$ cat src/rtl/up_cnt_pkg.sv
// -----------------------------------------------------------------------------
// up_cnt_pkg
// Shared definitions for the up-counter sequencing controller.
//   state_t          : 2-bit FSM state code
//   ST_IDLE..ST_DONE : state encodings, kept as plain constants so older
//                      tools and netlist viewers show stable values
//   MODE_ONESHOT     : stop in DONE after reaching the terminal count
//   MODE_PERIODIC    : wrap to 0 after reaching the terminal count
// -----------------------------------------------------------------------------
package up_cnt_pkg;

    typedef logic [1:0] state_t;

    localparam state_t ST_IDLE = 2'd0;
    localparam state_t ST_RUN  = 2'd1;
    localparam state_t ST_HOLD = 2'd2;
    localparam state_t ST_DONE = 2'd3;

    localparam logic MODE_ONESHOT  = 1'b0;
    localparam logic MODE_PERIODIC = 1'b1;

endpackage

$ cat src/rtl/cnt_core.sv
// -----------------------------------------------------------------------------
// cnt_core
// WIDTH-bit synchronous up counter.
//   clk   : clock, posedge
//   rst   : synchronous active-high reset, count -> 0
//   clr   : synchronous clear to 0, wins over en
//   en    : increment by one when set
//   count : current value
// -----------------------------------------------------------------------------
module cnt_core #(
    parameter int WIDTH = 4
) (
    input  logic             clk,
    input  logic             rst,
    input  logic             clr,
    input  logic             en,
    output logic [WIDTH-1:0] count
);

    localparam logic [WIDTH-1:0] ONE = {{(WIDTH-1){1'b0}}, 1'b1};

    always_ff @(posedge clk) begin
        if (rst) begin
            count <= '0;
        end else if (clr) begin
            count <= '0;
        end else if (en) begin
            count <= count + ONE;
        end
    end

endmodule

$ cat src/rtl/up_counter_ctrl.sv
// -----------------------------------------------------------------------------
// up_counter_ctrl
// Sequencing controller around cnt_core: latches terminal count and mode on
// start, runs/pauses/stops the counter, and reports completion.
//   clk      : clock, posedge
//   rst      : synchronous active-high reset
//   start    : pulse, begin a run from IDLE or DONE
//   stop     : pulse, abort to IDLE and clear the count (beats start)
//   run_en   : level, 1 = count, 0 = pause while running
//   mode     : 0 one-shot, 1 periodic; sampled with start
//   cfg_term : terminal count; sampled with start
//   irq_clr  : pulse, clear irq
//   count    : current counter value
//   busy     : state is RUN or HOLD
//   wrap     : one-cycle pulse when a periodic run wraps to 0
//   done     : one-cycle pulse on one-shot completion
//   irq      : sticky, set by wrap or done
//
// state | meaning
// ------+----------------------------------------------------
// IDLE  | stopped, count 0, waiting for start
// RUN   | counting while run_en=1
// HOLD  | paused by run_en=0, count frozen
// DONE  | one-shot finished, count holds term, start restarts
// -----------------------------------------------------------------------------
module up_counter_ctrl
    import up_cnt_pkg::*;
#(
    parameter int WIDTH = 4
) (
    input  logic             clk,
    input  logic             rst,
    input  logic             start,
    input  logic             stop,
    input  logic             run_en,
    input  logic             mode,
    input  logic [WIDTH-1:0] cfg_term,
    input  logic             irq_clr,
    output logic [WIDTH-1:0] count,
    output logic             busy,
    output logic             wrap,
    output logic             done,
    output logic             irq
);

    state_t           state;
    state_t           state_nxt;
    logic [WIDTH-1:0] term_q;
    logic             mode_q;

    logic at_term;
    logic start_acc;
    logic term_hit;
    logic wrap_evt;
    logic done_evt;
    logic cnt_clr;
    logic cnt_en;

    assign at_term   = (count == term_q);
    assign start_acc = start && !stop && (state == ST_IDLE || state == ST_DONE);
    // A counting cycle that lands on term; stop suppresses any pulse.
    assign term_hit  = (state == ST_RUN) && run_en && at_term && !stop;
    assign wrap_evt  = term_hit && (mode_q == MODE_PERIODIC);
    assign done_evt  = term_hit && (mode_q == MODE_ONESHOT);

    assign cnt_clr = stop || start_acc || wrap_evt;
    assign cnt_en  = (state == ST_RUN) && run_en && !at_term;

    assign busy = (state == ST_RUN) || (state == ST_HOLD);

    cnt_core #(
        .WIDTH (WIDTH)
    ) u_cnt_core (
        .clk   (clk),
        .rst   (rst),
        .clr   (cnt_clr),
        .en    (cnt_en),
        .count (count)
    );

    always_comb begin
        state_nxt = state;
        if (stop) begin
            state_nxt = ST_IDLE;
        end else begin
            case (state)
                ST_IDLE, ST_DONE: if (start) state_nxt = ST_RUN;
                ST_RUN: begin
                    if (!run_en) begin
                        state_nxt = ST_HOLD;
                    end else if (done_evt) begin
                        state_nxt = ST_DONE;
                    end
                end
                ST_HOLD: if (run_en) state_nxt = ST_RUN;
                default: state_nxt = ST_IDLE;
            endcase
        end
    end

    always_ff @(posedge clk) begin
        if (rst) begin
            state  <= ST_IDLE;
            term_q <= '0;
            mode_q <= MODE_ONESHOT;
            wrap   <= 1'b0;
            done   <= 1'b0;
            irq    <= 1'b0;
        end else begin
            state <= state_nxt;
            if (start_acc) begin
                term_q <= cfg_term;
                mode_q <= mode;
            end
            wrap <= wrap_evt;
            done <= done_evt;
            // A new event beats a clear arriving in the same cycle.
            irq  <= wrap_evt || done_evt || (irq && !irq_clr);
        end
    end

endmodule

$ cat config.mk
export PLATFORM = sky130hd
export DESIGN_NAME = up_counter_ctrl
export DESIGN_NICKNAME = d
export VERILOG_FILES = /design/src/rtl/up_cnt_pkg.sv /design/src/rtl/cnt_core.sv /design/src/rtl/up_counter_ctrl.sv
export SDC_FILE = /design/constraint.sdc
export NUM_CORES = 1
export LEC_CHECK = 0
export ABC_CLOCK_PERIOD_IN_PS = 4100
export BUFFER_PORTS_ARGS = -buffer_cell sky130_fd_sc_hd__buf_4
export CORE_MARGIN = 1
export CORE_UTILIZATION = 30
export DETAILED_ROUTE_END_ITERATION = 8
export HOLD_SLACK_MARGIN = 0.1
export PLACE_DENSITY = 0.49
export SLEW_MARGIN = 20
export SYNTH_ARGS = -nofsm -noshare
export SYNTH_HDL_FRONTEND = slang
export SYNTH_SLANG_ARGS = --single-unit
$ cat constraint.sdc
create_clock -name clk -period 4.1 [get_ports clk]
set_input_delay 0.41 -clock clk [delete_from_list [all_inputs] [get_ports clk]]
set_output_delay 0.41 -clock clk [all_outputs]
set_load 0.05 [all_outputs]
==> impl_summary.md <==
Setup path
The largest fanout on the critical path is 3. The worst setup path is of the reg -> out kind. Traced cell by cell, the critical path runs through inv_1, ha_1, inv_1, buf_4. The endpoint kind of the worst setup timing path is a primary output. The launch instance of the worst register-to-register path is u_cnt_core.count[0]. Data arrives at the worst endpoint at 1.30 ns. Counting both buffers and inverters, the worst setup path holds a total of 3. The most numerous cell type found on the critical path is sky130_fd_sc_hd__inv_1.

The critical path launch point is state[0]. The family with the most delay on the worst path is flip-flops. On the critical path, the stage with the largest delay is an instance of sky130_fd_sc_hd__dfxtp_1. The maximum single-stage delay on the critical path is around 0.36 ns. The required time of the critical path is 3.69 ns. For the worst flop-to-flop path, the logic depth is 4. The worst setup path is launched from a flip-flop.

The count of cell instances traversed by the critical path is 4.

Min path
The hold path startpoint is rst. The worst hold path was traced through 2 stages. The tightest min-delay check is of the in -> reg type.

Clock network
The TritonCTS clock tree is done. The clock net in this run drives a total of 14 sinks. Once the clock tree was built, the resizer swapped 0 gates to a different size.

After clock tree synthesis, the clock-pin slew on the worst setup and hold paths is 0.08 ns. The clock latency at the later pin of the worst-skew pair is roughly 0.27 ns. Clock tree synthesis selected as its root buffer the cell sky130_fd_sc_hd__clkbuf_4. The number of clock buffers inserted by TritonCTS is 3.

In this run the post-CTS setup repair buffer count came out at 0. The count of hold-fix buffers inserted at cts is 0. Counting along the longest clock path gives a buffer depth of 2. The H-tree depth is 1.

Layout
The antenna cell count is 0. In the final layout, the multi-input gates occupy 367 sq um. The finished cells cover around 850 sq um.

The number of filler instances in the final layout is between 200 and 250. Leaving out fill and tap cells, the most frequent cells in the layout are sky130_fd_sc_hd__buf_4 (18), sky130_fd_sc_hd__dfxtp_1 (14), sky130_fd_sc_hd__mux2i_1 (8). Of the cells placed in the final design, the portion with a size suffix greater than 1 is about 27%. At the end of the flow, the number of nets in the layout was 105. Compared with the post-synthesis result, the final layout area differs by 28.2%. The most common cell after layout, fill and taps aside is sky130_fd_sc_hd__buf_4. The sequential cells in the finished layout cover a total of between 200 and 300 sq um. Excluding fillers, the count of instances in the completed layout stands at 116.

Yosys
Yosys mapped the design onto 24 distinct sky130hd cell types. In this run, synthesis inferred 0 flip-flops with an integrated enable. For this run, the number of Yosys warnings is 0. The mean instance size in the synthesized netlist is between 9 and 10 sq um. The predominant post-synthesis flop cell is sky130_fd_sc_hd__dfxtp_1. After synthesis the cells add up to 666 sq um. The portion of the post-synthesis area used by sequential elements is 42.1%. Synthesis produced a netlist with a net count of slightly above 80. After technology mapping, the gate count stands at 69.

The proportion of synthesized flip-flops having asynchronous set or reset is 0%. Counting flops and latches in the post-synthesis netlist gives 14.

Route
The total routed wirelength is 1310 um. Dividing the detail-routed via count by the number of cells gives 4.87. Once detail routing completed, the nets flagged for antenna violations numbered 0. Dividing the detail-routed wire length by the instance count gives 11.3 um.

Before antenna repair, the detailed router went through 3 iterations. After detailed routing, the number of remaining DRC violations is 0. The initial DRC count is 7. The vias after detailed routing is 565.

Power and ir drop
Summed over all cells, the static leakage comes to around 0.36 nW. The cell area power density is between 300 and 400 nW/um^2. The design draws between 200 and 300 uW. The clock network accounts for 29.5% of the total power. The share of total power dissipated in combinational logic is roughly 15%. The sequential share of power is 55.1%.

IR analysis of the VDD net gives a maximum drop of 0.187 mV. The internal cell power is approximately 190 uW. The switching fraction of total power is 25.3%. Summed over all nets, the switching power comes to approximately 65 uW.

Floorplanning
The number of ports placed on the die boundary is 19. The floorplan core area is 2020 sq um. The initial cell density of the core is 32.9%. The count of standard-cell rows is 16. The area enclosed by the die boundary is 2410 sq um. The floorplan step set the die width to 49.1 um. From bottom edge to top edge, the die measures between 40 and 50 um.

GRT
The pin count of the biggest net entering global routing is 10. The overall fraction of global-route tracks in use is 12.2%. The wire length of the first global-routing pass is 2230 um.

The via count of the first global-routing pass came to 507. After global routing the overflow that remains totals 0. The initial antenna violation count is 0.

Place
The number of placed instances, taps included, is 113. Detailed placement finished with a half-perimeter wire length of 1030 um. The routability congestion estimate from global placement is 0.716.

After detailed placement, the total cell area comes to 831 sq um. The count of buffers from port buffering is 18.

STA
The setup-violating endpoint count in the final report is 0. The minimum hold slack is 0.362 ns. The final critical-path required period is 1.71 ns. The final number of hold-violating endpoints is 0. Adding up every negative setup slack in the final design gives 0 ns.

The worst clock skew is around 0.0064 ns. In the finished design, the share of the clock period the worst path needs comes to about two fifths. Setup repair after global routing left no endpoint under its margin. For the pin with the worst max-slew slack, the measured transition is around 0.35 ns. The final count of pins violating max slew came to 0. Static timing analysis puts the maximum clock frequency at 586 MHz. In this run the tightest slew margin relative to its limit is 76.4%.

Job
Max-cap violations in this run came to 0.

Run status
The run finished with clean final reports.
## flip-flops by register name, indices dropped and copies added (netlist names)
name / count
done: 1
irq: 1
mode_q: 1
state: 2
term_q: 4
u_cnt_core.count: 4
wrap: 1
## worst reg2reg max path, cell delays in order, from the launching register on
cell and delay [ns]:
sky130_fd_sc_hd__dfxtp_1 0.45, sky130_fd_sc_hd__xnor2_1 0.14, sky130_fd_sc_hd__and4_4 0.20, sky130_fd_sc_hd__or4_1 0.49
sky130_fd_sc_hd__a211oi_1 0.23
## metrics by stage
stage	util (%)	setup slack, ns
after global placement	41.1	2.58
after detailed placement	41.1	2.55
after global routing	42.2	2.27
after floorplan	-	2.25
final	42.2	2.39
after CTS	42.2	2.37
## layer usage
layer / routed length, um / global-route usage (%) / part of all wire, % / up-vias
met5: 0 / 0 / 0 / -
met4: 13 / 4.41 / 0.99 / 0
met3: 77 / 5.30 / 5.9 / 2
met2: 578 / 18.0 / 44 / 16
met1: 643 / 15.5 / 49 / 258
li1: - / - / - / 289
## final timing paths
check | endpoint | slack (ns)
max reg2reg | u_cnt_core.count[3] | 2.51
min reg2reg | irq | 0.47
min | irq | 0.36
max | busy | 2.39
## cell usage after synthesis, types with 2 or more instances
master | n | share of area, %
sky130_fd_sc_hd__dfxtp_1 | 14 | 42
sky130_fd_sc_hd__mux2i_1 | 8 | 12
sky130_fd_sc_hd__nor2_1 | 7 | 3.9
sky130_fd_sc_hd__xnor2_1 | 6 | 7.9
sky130_fd_sc_hd__inv_1 | 4 | 2.3
sky130_fd_sc_hd__nor3_1 | 4 | 3.0
sky130_fd_sc_hd__ha_1 | 3 | 5.6
sky130_fd_sc_hd__nand2_1 | 3 | 1.7
sky130_fd_sc_hd__a311oi_1 | 2 | 2.6
sky130_fd_sc_hd__a41oi_1 | 2 | 2.6
sky130_fd_sc_hd__nand2b_1 | 2 | 1.9
sky130_fd_sc_hd__nand3_1 | 2 | 1.5
## final cells by class
class                      count  share of cell area [%]
timing repair buffer          18                    15.8
tap                           27                    3.96
sequential                    14                    32.8
clock buffer                   3                    2.64
inverter                       4                    1.76
multi-input combinational     50                    43.0
## cell families after synthesis
family                     count (synthesis)  synth area share [%]
AOI/OAI and AO/OA                          9                  10.3
xor gates and xnor gates                   6                  7.89
adders and majority gates                  3                  5.64
buffers and inverters                      5                  2.82
DFF                                       14                  42.1
muxes                                      8                  12.0
and+or+nand+nor                           24                  19.2
## power groups by stage
stage	Clock, mW	Combinational, mW	Sequential, mW
global route	0.0884	0.0438	0.143
floorplan	0	0.0253	0.146
CTS	0.0828	0.0401	0.143
finish	0.0762	0.0398	0.142
detailed placement	0	0.0399	0.146
global placement	0	0.0398	0.146
(Power assumes the default switching activity.)
